<file path="src/rtl/ai_accel_pkg.sv">
// rtl/ai_accel_pkg.sv - shared types and defaults for the compute-core driver
package ai_accel_pkg;

  localparam int DRV_DATA_WIDTH     = 32;
  localparam int DRV_TIMEOUT_CYCLES = 15;

  typedef enum logic [1:0] {
    ST_IDLE  = 2'd0,
    ST_ISSUE = 2'd1,
    ST_WAIT  = 2'd2,
    ST_HOLD  = 2'd3
  } drv_state_t;

endpackage

</file>
<file path="src/rtl/sync_fifo.sv">
// rtl/sync_fifo.sv - single-clock FIFO with a registered full flag and occupancy count
module sync_fifo #(
  parameter int DATA_WIDTH = 32,
  parameter int DEPTH      = 4
) (
  input  logic                    clk,
  input  logic                    reset_n,
  input  logic                    push,
  input  logic [DATA_WIDTH-1:0]   push_data,
  input  logic                    pop,
  output logic [DATA_WIDTH-1:0]   pop_data,
  output logic                    full,
  output logic                    empty,
  output logic [$clog2(DEPTH):0]  count
);

  localparam int AW = $clog2(DEPTH);
  localparam int CW = AW + 1;

  logic [DATA_WIDTH-1:0] mem [DEPTH];
  logic [AW-1:0]         wr_ptr;
  logic [AW-1:0]         rd_ptr;
  logic [CW-1:0]         count_next;
  logic                  do_push;
  logic                  do_pop;

  // Requests at full/empty are dropped here so callers can pass raw valids.
  assign do_push = push && !full;
  assign do_pop  = pop && !empty;

  always_comb begin
    count_next = count;
    if (do_push && !do_pop) begin
      count_next = count + 1'b1;
    end else if (do_pop && !do_push) begin
      count_next = count - 1'b1;
    end
  end

  always_ff @(posedge clk or negedge reset_n) begin
    if (!reset_n) begin
      wr_ptr <= '0;
      rd_ptr <= '0;
      count  <= '0;
      full   <= 1'b0;
    end else begin
      if (do_push) wr_ptr <= wr_ptr + 1'b1;
      if (do_pop)  rd_ptr <= rd_ptr + 1'b1;
      count <= count_next;
      full  <= (count_next == CW'(DEPTH));
    end
  end

  always_ff @(posedge clk) begin
    if (do_push) mem[wr_ptr] <= push_data;
  end

  assign pop_data = mem[rd_ptr];
  assign empty    = (count == '0);

endmodule

</file>
<file path="src/rtl/ai_core_driver.sv">
// rtl/ai_core_driver.sv - issues buffered operands to one compute core and returns its results
module ai_core_driver
  import ai_accel_pkg::*;
#(
  parameter int DATA_WIDTH     = DRV_DATA_WIDTH,
  parameter int FIFO_DEPTH     = 4,
  parameter int TIMEOUT_CYCLES = DRV_TIMEOUT_CYCLES
) (
  input  logic                          clk,
  input  logic                          reset_n,
  input  logic [DATA_WIDTH-1:0]         s_data,
  input  logic                          s_valid,
  output logic                          s_ready,
  output logic [DATA_WIDTH-1:0]         core_data,
  output logic                          core_valid,
  input  logic [DATA_WIDTH-1:0]         core_result,
  input  logic                          core_ready,
  output logic [DATA_WIDTH-1:0]         m_data,
  output logic                          m_valid,
  input  logic                          m_ready,
  output logic                          busy,
  output logic                          err_timeout,
  input  logic                          err_clr,
  output logic [$clog2(FIFO_DEPTH):0]   fifo_count
);

  localparam int            TW       = $clog2(TIMEOUT_CYCLES + 1);
  localparam logic [TW-1:0] TMO_LAST = TW'(TIMEOUT_CYCLES - 1);

  drv_state_t            state;
  logic [TW-1:0]         tmo_cnt;
  logic                  fifo_full;
  logic                  fifo_empty;
  logic [DATA_WIDTH-1:0] fifo_head;
  logic                  start;
  logic                  capture;
  logic                  expire;

  sync_fifo #(
    .DATA_WIDTH (DATA_WIDTH),
    .DEPTH      (FIFO_DEPTH)
  ) u_fifo (
    .clk       (clk),
    .reset_n   (reset_n),
    .push      (s_valid),
    .push_data (s_data),
    .pop       (start),
    .pop_data  (fifo_head),
    .full      (fifo_full),
    .empty     (fifo_empty),
    .count     (fifo_count)
  );

  assign s_ready = !fifo_full;

  // The output slot counts as free when the held result leaves this same cycle.
  assign start   = (state == ST_IDLE) && !fifo_empty && (!m_valid || m_ready);
  assign capture = (state == ST_WAIT) && core_ready;
  assign expire  = (state == ST_WAIT) && !core_ready && (tmo_cnt == TMO_LAST);
  assign busy    = (state != ST_IDLE) || !fifo_empty;

  always_ff @(posedge clk or negedge reset_n) begin
    if (!reset_n) begin
      state      <= ST_IDLE;
      tmo_cnt    <= '0;
      core_valid <= 1'b0;
      core_data  <= '0;
    end else begin
      core_valid <= start;
      case (state)
        ST_IDLE: begin
          if (start) begin
            core_data <= fifo_head;
            state     <= ST_ISSUE;
          end
        end
        ST_ISSUE: begin
          tmo_cnt <= '0;
          state   <= ST_WAIT;
        end
        ST_WAIT: begin
          if (capture) begin
            state <= ST_IDLE;
          end else if (expire) begin
            state <= ST_HOLD;
          end else begin
            tmo_cnt <= tmo_cnt + 1'b1;
          end
        end
        // Guard cycle: a late core_ready lands here and is discarded.
        ST_HOLD: state <= ST_IDLE;
        default: state <= ST_IDLE;
      endcase
    end
  end

  always_ff @(posedge clk or negedge reset_n) begin
    if (!reset_n) begin
      m_valid <= 1'b0;
      m_data  <= '0;
    end else if (capture) begin
      m_valid <= 1'b1;
      m_data  <= core_result;
    end else if (m_valid && m_ready) begin
      m_valid <= 1'b0;
    end
  end

  always_ff @(posedge clk or negedge reset_n) begin
    if (!reset_n) begin
      err_timeout <= 1'b0;
    end else if (expire) begin
      err_timeout <= 1'b1;
    end else if (err_clr) begin
      err_timeout <= 1'b0;
    end
  end

endmodule

</file>
<file path="config.mk">
export PLATFORM = sky130hd
export DESIGN_NAME = ai_core_driver
export DESIGN_NICKNAME = d
export VERILOG_FILES = /design/src/rtl/ai_accel_pkg.sv /design/src/rtl/sync_fifo.sv /design/src/rtl/ai_core_driver.sv
export SDC_FILE = /design/constraint.sdc
export NUM_CORES = 1
export LEC_CHECK = 0
export ABC_AREA = 1
export ABC_CLOCK_PERIOD_IN_PS = 3300
export BUFFER_PORTS_ARGS = -buffer_cell sky130_fd_sc_hd__buf_2
export CORE_MARGIN = 4
export CORE_UTILIZATION = 56
export CTS_CLUSTER_SIZE = 14
export DETAILED_ROUTE_END_ITERATION = 7
export PLACE_DENSITY_LB_ADDON = 0.15
export SLEW_MARGIN = 20
export SYNTH_ARGS = -nofsm -noshare
export SYNTH_HDL_FRONTEND = slang
export SYNTH_SLANG_ARGS = --single-unit
export TNS_END_PERCENT = 10
</file>
<file path="constraint.sdc">
create_clock -name clk -period 3.3 [get_ports clk]
set_input_delay 0.165 -clock clk [delete_from_list [all_inputs] [get_ports clk]]
set_output_delay 0.165 -clock clk [all_outputs]
set_load 0.02 [all_outputs]
</file>
==> qor.log, run 1 <==
[outcome] outcome completed
[cts] CTS tree done
[die] Die Span Y 129 um
[die] number of core rows 43
[synth] FF+latch count, synth 209
[sta] f_max 405 MHz
[worst_setup_path] R2R Path Start u_fifo.count[0]
[hold_path] min-delay src m_ready
[sta] shortest period the worst path allows 2.47 ns
[global_routing] number of global-route vias before repair 5,400
[cts] # Post-CTS Setup Buffers 0
[sta] number of endpoints failing setup at the final stage 0
[detailed_routing] Iter 0 DRT Violations 290
[die] number of top-level pins 142
[worst_setup_path] Setup CP Type register to register
[die] core area 0.0141 mm2
[global_routing] overflow left after global routing 0
[detailed_routing] length of the first detailed-routing pass in iterations 5
[layout] most common cell after layout, fill and taps aside buf_2
[die] full die area 0.0167 mm2
[detailed_routing] total routed wirelength 17.9 mm
[layout] top library cells by usage in the layout, fill and taps aside buf_2, edfxtp_1, nand2_1
[synth] per-instance average area after synthesis 13.2 um2
[worst_setup_path] maximum fanout encountered on the critical timing path 37
[worst_setup_path] Crit. End Element register
[detailed_routing] via/cell ratio 5.36
[power] post-route total power 9890 uW
[layout] final core utilization 0.738
[cts] Num CTS Buffers 21
[detailed_routing] number of DRC violations after detailed routing 0
[placement] Final HPWL DP 10.2 mm
[detailed_routing] Via Count 5,488
[sta] Final Slew Violations 0
[synth] post-synthesis instance total 622
[cts] Clock Pin Slew Worst Setup and Hold Paths 0.06 ns
[job] max capacitance violation total 0
[placement] routability congestion estimate from global placement 0.761
[worst_setup_path] worst path required time 3.68 ns
[detailed_routing] routed length per instance 17.4 um
[global_routing] antenna violations before repair 0
[sta] Final Hold Slack 0.0287 ns
[global_routing] largest net degree at the start of global routing 82
[global_routing] GRT Util Overall 0.211
[cts] TritonCTS sink count 209
[layout] ratio of cells with drive above 1 in the final layout 0.273
[die] Initial Utilization 0.583
[sta] unrepaired setup endpoints after global routing false
[power] largest vdd supply drop 0.565 mV
[sta] final clock skew 0.0202 ns
[synth] count of distinct cell types in the synthesized netlist 28
[synth] post-synth design cell area 0.00821 mm2
[worst_setup_path] arrival time of data at the critical path endpoint 2.85 ns
[cts] CTS H-tree lvls 1
[layout] Layout Area Growth over Synthesis 26.7%
[die] horizontal extent of the die 129 um
[worst_setup_path] crit path launch type register
[placement] count of buffers inserted at the top-level ports 141
[hold_path] classification of the worst-slack hold path input port to register
[global_routing] wire length of the first global-routing pass 27.7 mm
[cts] Clk Latency, worst-skew pair 0.50 ns
[power] Leakage Power 0.00452 uW
[power] pwr/cell area 950 mW/mm2
[layout] number of nets at the end of the flow 908
[layout] number of diodes added for antenna fixing 0
[sta] worst slew margin relative to its limit 0.460
[synth] net count of the mapped netlist 701
[sta] final-report hold violation count 0
[worst_setup_path] critical path launch point u_fifo.count[0]
[cts] clock tree buffer depth 3
[synth] proportion of synthesized chip area in sequential cells 0.715
[cts] clock tree root buffer cell clkbuf_16
[detailed_routing] final antenna-violating net count 0
[sta] aggregate negative setup slack 0 ns
[sta] Slew @ Worst Pin 0.808 ns
[synth] Yosys warning count 0
[sta] final worst-path cycle share 0.749
## power by group
group,leakage [uW],switching (uW),internal [uW]
logic,0.00204,2270,1310
clock network,0.000322,926,1310
registers,0.00216,469,3600
## flip-flops by register name (all words and copies together) (netlist names)
signal	count
state	2
tmo_cnt	4
m_data	32
m_valid	1
u_fifo.mem	128
err_timeout	1
core_valid	1
core_data	32
u_fifo.rd_ptr	2
u_fifo.wr_ptr	2
u_fifo.full	1
u_fifo.count	3
## repair_timing
action / CTS / global route
endpoints found under the setup margin: 0 / 0
hold buffers: 66 / 0
hold endpoints to repair: 242 / 0
gates resized for setup: 0 / 0
## cells in the mapped netlist (all sizes together)
| cell | instances | share of area |
|---|---|---|
| a21oi | 1 | 0.00061 |
| buf | 22 | 0.018 |
| clkbuf | 8 | 0.0037 |
| dfrtp | 81 | 0.25 |
| edfxtp | 128 | 0.47 |
| ha | 9 | 0.014 |
| inv | 24 | 0.011 |
| mux2 | 32 | 0.057 |
| nand2 | 124 | 0.058 |
| nand3 | 10 | 0.0082 |
| nand4 | 2 | 0.0015 |
| nor2 | 104 | 0.049 |
| nor3 | 1 | 0.0012 |
| o21ai | 39 | 0.024 |
| o32ai | 32 | 0.034 |
| or2 | 1 | 0.00076 |
| xor2 | 4 | 0.0043 |
## metal layers
| metal | track usage | share of wire | vias up |
|---|---|---|---|
| li1 | - | - | 2577 |
| met1 | 0.283 | 0.41 | 2654 |
| met4 | 0.0469 | 0.019 | 0 |
| met5 | 0 | 0 | - |
| met3 | 0.0400 | 0.076 | 27 |
| met2 | 0.362 | 0.49 | 230 |
## metrics by stage
step	area [um2]	std cells	worst slack, ns
after floorplan	8210	622	0.778
after global placement	9050	919	0.927
after detailed placement	9050	919	0.816
after CTS	10400	1023	0.808
after global routing	10400	1024	0.590
final	10400	1024	0.828
## final cells by class
class | count | area (um2)
clock buffer | 31 | 623
clock inverter | 7 | 41.3
fill | 904 | 3690
inverter | 24 | 90.1
multi-input combinational | 359 | 2110
sequential | 209 | 5880
tap | 180 | 225
timing repair buffer | 214 | 1450
## logic make-up after synthesis
group           after synthesis  share of synthesized area
fa+ha+maj                     9                     0.0137
simple gates                242                      0.119
flops                       209                      0.715
compound gates               72                     0.0585
xor+xnor                      4                    0.00427
mux                          32                     0.0571
buf+inv                      54                     0.0323
## critical path, stage by stage (launching register included)
cell,delay [ns]
dfrtp_1,0.39
inv_1,0.09
ha_1,0.22
nand2_1,0.13
nand3_4,0.41
inv_2,0.70
nand3_2,0.14
nand2_1,0.10
nand2_1,0.05
nand2_1,0.06
nor2_1,0.05
## final timing paths
path,end,slack (ns),cells after the start
worst max-delay path,u_fifo.full,0.83,10
worst min-delay path,m_valid,0.03,4
worst max register to register,u_fifo.full,0.83,10
worst min register to register,core_data[26],0.48,2
max in group asynchronous,u_fifo.rd_ptr[1],2.41,2
min in group asynchronous,m_data[4],0.29,2
Note: power is estimated with default switching activity, not from simulation.
==> run 2: changes to the inputs <==
ABC_CLOCK_PERIOD_IN_PS = 2370   (was 3300)
clock period = 2.37 ns   (was 3.3 ns; I/O delays follow)
==> qor.log, run 2 (synthesized netlist as in run 1, its figures left out) <==
[outcome] outcome completed
[sta] f_max 541 MHz
[cts] Clk Latency, worst-skew pair 0.50 ns
[die] number of top-level pins 142
[worst_setup_path] worst path required time 2.75 ns
[cts] Clock Pin Slew Worst Setup and Hold Paths 0.06 ns
[power] pwr/cell area 1340 mW/mm2
[detailed_routing] Iter 0 DRT Violations 337
[sta] final-report hold violation count 0
[global_routing] wire length of the first global-routing pass 28.4 mm
[sta] shortest period the worst path allows 1.85 ns
[power] switching share of total power 0.366
[layout] number of flip-flops under the largest register name 128
[layout] biggest registers after layout u_fifo.mem x128, core_data x32, m_data x32
[sta] unrepaired setup endpoints after global routing false
[placement] count of buffers inserted at the top-level ports 141
[detailed_routing] routed length per instance 17.3 um
[die] core area 0.0141 mm2
[placement] routability congestion estimate from global placement 0.772
[placement] total instance count after detailed placement 927
[detailed_routing] number of DRC violations after detailed routing 0
[sta] final clock skew 0.0222 ns
[worst_setup_path] arrival time of data at the critical path endpoint 2.23 ns
[power] Logic pwr share 0.371
[job] max capacitance violation total 0
[worst_setup_path] maximum fanout encountered on the critical timing path 18
[worst_setup_path] crit path launch type register
[power] largest vdd supply drop 0.905 mV
[detailed_routing] via/cell ratio 5.29
[sta] worst slew margin relative to its limit 0.568
[cts] Num CTS Buffers 22
[detailed_routing] Via Count 5,474
[cts] CTS tree done
[global_routing] largest net degree at the start of global routing 65
[detailed_routing] total routed wirelength 17.9 mm
[layout] area of combinational cells with multiple inputs 0.00211 mm2
[power] internal power 8950 uW
[detailed_routing] length of the first detailed-routing pass in iterations 4
[cts] CTS resizes 0
[die] number of core rows 43
[die] horizontal extent of the die 129 um
[layout] Layout Area Growth over Synthesis 28.4%
[cts] clock tree buffer depth 3
[placement] area post-placement 0.00916 mm2
[power] sequential share of power 0.395
[power] switching component of the power 5160 uW
[detailed_routing] final antenna-violating net count 0
[layout] top register by number of flip-flops u_fifo.mem
[global_routing] GRT Util Overall 0.213
[sta] number of endpoints failing setup at the final stage 0
[global_routing] overflow left after global routing 0
[sta] final worst-path cycle share 0.780
[sta] Slew @ Worst Pin 0.647 ns
[layout] most common cell after layout, fill and taps aside buf_2
[layout] number of nets at the end of the flow 917
[global_routing] antenna violations before repair 0
[sta] Final Slew Violations 0
[global_routing] number of global-route vias before repair 5,590
[cts] CTS H-tree lvls 1
[placement] Final HPWL DP 10.8 mm
[die] Initial Utilization 0.583
[layout] Filler Cells Inserted 887
[cts] TritonCTS sink count 209
[cts] clock tree root buffer cell clkbuf_16
[layout] Non-Filler Instances 1,035
[layout] top library cells by usage in the layout, fill and taps aside buf_2, edfxtp_1, nand2_1
[power] Leakage Power 0.00459 uW
[power] Clk pwr share 0.234
[layout] area used by sequential logic in the layout 0.00587 mm2
[layout] final design instance area without fill 0.0105 mm2
[worst_setup_path] Crit. End Element register
[layout] ratio of cells with drive above 1 in the final layout 0.274
[die] Die Span Y 129 um
[die] full die area 0.0167 mm2
[worst_setup_path] Setup CP Type register to register
[hold_path] classification of the worst-slack hold path input port to register
==> run 2: per-layer routing <==
| metal | part of all wire | track usage | vias up |
|---|---|---|---|
| li1 | - | - | 2597 |
| met1 | 0.42 | 0.274 | 2686 |
| met2 | 0.50 | 0.380 | 174 |
| met3 | 0.070 | 0.0425 | 17 |
| met4 | 0.013 | 0.0445 | 0 |
| met5 | 0 | 0 | - |
==> run 2: area by class of cell <==
cell class	count	area share
Sequential cell	209	0.557
Timing Repair Buffer	222	0.146
Clock inverter	6	0.00593
Antenna cell	1	0.000237
Clock buffer	34	0.0614
Inverter	24	0.00855
Multi-Input combinational cell	359	0.200
Tap cell	180	0.0214
==> run 2: final timing paths <==
path                                  from      endpoint  slack (ns)  cells past startpoint
hold / removal                     m_ready       m_valid        0.01                      4
setup / recovery           u_fifo.count[0]   u_fifo.full        0.52                     10
max in group asynchronous          reset_n    m_data[13]        1.39                      3
hold reg to reg               core_data[9]  core_data[9]        0.48                      2
min in group asynchronous          reset_n  core_data[8]        0.22                      2
setup reg to reg           u_fifo.count[0]   u_fifo.full        0.52                     10
==> run 2: what timing repair did <==
| item | 4_1_cts | 5_1_grt |
|---|---|---|
| hold endpoints to repair | 210 | 0 |
| hold buffers | 67 | 0 |
| setup buffers | 0 | 0 |
==> run 2: stage by stage <==
step / TNS [ns] / power [uW] / setup WS, ns / hold WS (ns) / util
3_3_place_gp: 0 / 10600 / 0.612 / 0.194 / 0.650
3_5_place_dp: 0 / 10800 / 0.529 / 0.195 / 0.650
5_1_grt: 0 / 15000 / 0.378 / 0.0514 / 0.748
2_1_floorplan: -19.45 / 9100 / -0.152 / -0.177 / -
4_1_cts: 0 / 14200 / 0.511 / 0.0111 / 0.748
6_report: 0 / 14100 / 0.521 / 0.0101 / 0.748
==> run 2: power groups by stage <==
stage | clock network, uW | registers, uW | logic, uW
floorplan | 0 | 6230 | 2870
global placement | 0 | 5580 | 5010
detailed placement | 0 | 5630 | 5170
CTS | 3360 | 5560 | 5300
global route | 3530 | 5690 | 5740
finish | 3290 | 5580 | 5240
==> run 2: critical path, cell delays in order, from the launching register on <==
cell and delay [ns]:
dfrtp_1 0.40, inv_1 0.10, ha_1 0.22, nand2_1 0.13, nand3_4 0.15, inv_2 0.36, nand3_2 0.12, nand2_1 0.09
nand2_1 0.05, nand2_1 0.07, nor2_1 0.05
==> run 3: changes to the inputs <==
ABC_CLOCK_PERIOD_IN_PS = 1700   (was 2370)
CORE_UTILIZATION = 50   (was 56)
clock period = 1.7 ns   (was 2.37 ns; I/O delays follow)
==> qor.log, run 3 (synthesized netlist as in run 1, its figures left out) <==
[outcome] outcome completed
[layout] number of flip-flops under the largest register name 128
[detailed_routing] final antenna-violating net count 0
[detailed_routing] via/cell ratio 5.14
[worst_setup_path] arrival time of data at the critical path endpoint 1.50 ns
[cts] TritonCTS sink count 209
[cts] Clk Latency, worst-skew pair 0.51 ns
[global_routing] GRT Util Overall 0.198
[worst_setup_path] crit path launch type register
[die] horizontal extent of the die 136 um
[sta] aggregate negative setup slack 0 ns
[sta] final clock skew 0.00822 ns
[cts] clock tree root buffer cell clkbuf_16
[sta] f_max 630 MHz
[hold_path] classification of the worst-slack hold path input port to register
[layout] biggest registers after layout u_fifo.mem x128, core_data x32, m_data x32
[worst_setup_path] Crit. End Element output port
[cts] Num CTS Buffers 23
[job] max capacitance violation total 0
[detailed_routing] routed length per instance 17.1 um
[sta] final worst-path cycle share 0.934
[worst_setup_path] maximum fanout encountered on the critical timing path 4
[power] Leakage Power 0.00470 uW
[worst_setup_path] CP Buf/Inv Count 2
[global_routing] overflow left after global routing 0
[worst_setup_path] CP top delay family flip-flops
[die] Die Span Y 136 um
[placement] routability congestion estimate from global placement 0.718
[layout] most common cell after layout, fill and taps aside buf_2
[placement] count of buffers inserted at the top-level ports 141
[global_routing] largest net degree at the start of global routing 45
[cts] clock tree buffer depth 3
[die] Initial Utilization 0.513
[die] number of top-level pins 142
[detailed_routing] length of the first detailed-routing pass in iterations 4
[sta] unrepaired setup endpoints after global routing false
[layout] top register by number of flip-flops u_fifo.mem
[global_routing] antenna violations before repair 1
[layout] Layout Area Growth over Synthesis 31.9%
[power] pwr/cell area 1910 mW/mm2
[cts] CTS tree done
[worst_setup_path] Max stage delay cell, worst path dfrtp_1
[detailed_routing] total routed wirelength 18.4 mm
[layout] Non-Filler Instances 1,077
[cts] CTS H-tree lvls 1
[layout] top library cells by usage in the layout, fill and taps aside buf_2, edfxtp_1, nand2_1
[layout] number of nets at the end of the flow 922
[sta] Final Slew Violations 0
[die] number of core rows 46
[die] full die area 0.0185 mm2
[layout] ratio of cells with drive above 1 in the final layout 0.287
[global_routing] wire length of the first global-routing pass 29.0 mm
[power] largest vdd supply drop 1.26 mV
[worst_setup_path] Setup CP Type register to output port
[worst_setup_path] worst path required time 1.62 ns
[sta] Slew @ Worst Pin 0.594 ns
[worst_setup_path] cell breakdown of the critical path inv_1 -> ha_1 -> nand3_1 -> buf_2
[placement] total instance count after detailed placement 965
[die] core area 0.0160 mm2
[detailed_routing] Iter 0 DRT Violations 298
[sta] number of endpoints failing setup at the final stage 0
[cts] # Post-CTS Setup Buffers 0
[detailed_routing] number of DRC violations after detailed routing 0
[sta] shortest period the worst path allows 1.59 ns
[global_routing] number of global-route vias before repair 5,630
[placement] Final HPWL DP 10.5 mm
[detailed_routing] Via Count 5,541
[worst_setup_path] delay contributed by the slowest stage of the critical path 0.41 ns
[cts] Clock Pin Slew Worst Setup and Hold Paths 0.06 ns
[sta] final-report hold violation count 0
[sta] worst slew margin relative to its limit 0.604
==> run 3: metal layers <==
layer | track usage | up-vias | wire length (um)
met4 | 0.0538 | 0 | 421
met5 | 0 | - | 0
met1 | 0.263 | 2700 | 7960
met2 | 0.333 | 199 | 8650
met3 | 0.0418 | 34 | 1350
li1 | - | 2608 | -
==> run 3: per-stage QoR <==
stage	total power, uW	setup slack [ns]	utilization	cell area [um2]	hold slack (ns)
6_report	20700	0.112	0.677	10800	0.0981
5_1_grt	22000	0.0104	0.677	10800	0.0997
3_5_place_dp	15200	0.156	0.581	9300	0.124
3_3_place_gp	15000	0.223	0.581	9300	0.119
2_1_floorplan	12700	0.0190	-	8250	-0.211
4_1_cts	20900	0.0880	0.677	10800	0.0699
==> run 3: where the power goes <==
| group | switching, uW | total, uW | internal [uW] |
|---|---|---|---|
| sequential | 724 | 7710 | 6990 |
| combinational | 4700 | 7580 | 2880 |
| clock | 1980 | 5390 | 3410 |
| total | 7400 | 20700 | 13300 |
==> run 3: worst reg2reg max path, delay by kind of cell, from the launching register on <==
kind / cells / cell delay, ns
buffers and inverters: 1 / 0.56
DFF: 1 / 0.48
and+or+nand+nor: 2 / 0.38
AOI/OAI and AO/OA: 1 / 0.11
==> run 3: what timing repair did <==
action                     in CTS  in global routing
setup endpoints to repair       0                  1
resized for setup               0                  1
hold buffers                   69                  0
hold endpoints to repair      206                  0
==> run 3: worst paths after layout <==
path,start,slack (ns),endpoint,depth (start not counted)
min in group asynchronous,reset_n,0.15,state[1],2
hold / removal,s_valid,0.1,u_fifo.wr_ptr[0],3
setup / recovery,u_fifo.count[0],0.11,busy,4
hold reg to reg,core_data[3],0.48,core_data[3],2
max in group asynchronous,reset_n,0.93,core_data[16],3
setup reg to reg,state[0],0.11,err_timeout,4
==> run 3: final cells by class <==
type	count	area [um2]
Sequential cell	209	5870
Fill cell	1140	5160
Multi-Input combinational cell	359	2120
Timing Repair Buffer	226	1640
Clock buffer	24	579
Tap cell	216	270
Clock inverter	18	260
Inverter	24	90.1
Antenna cell	1	2.50
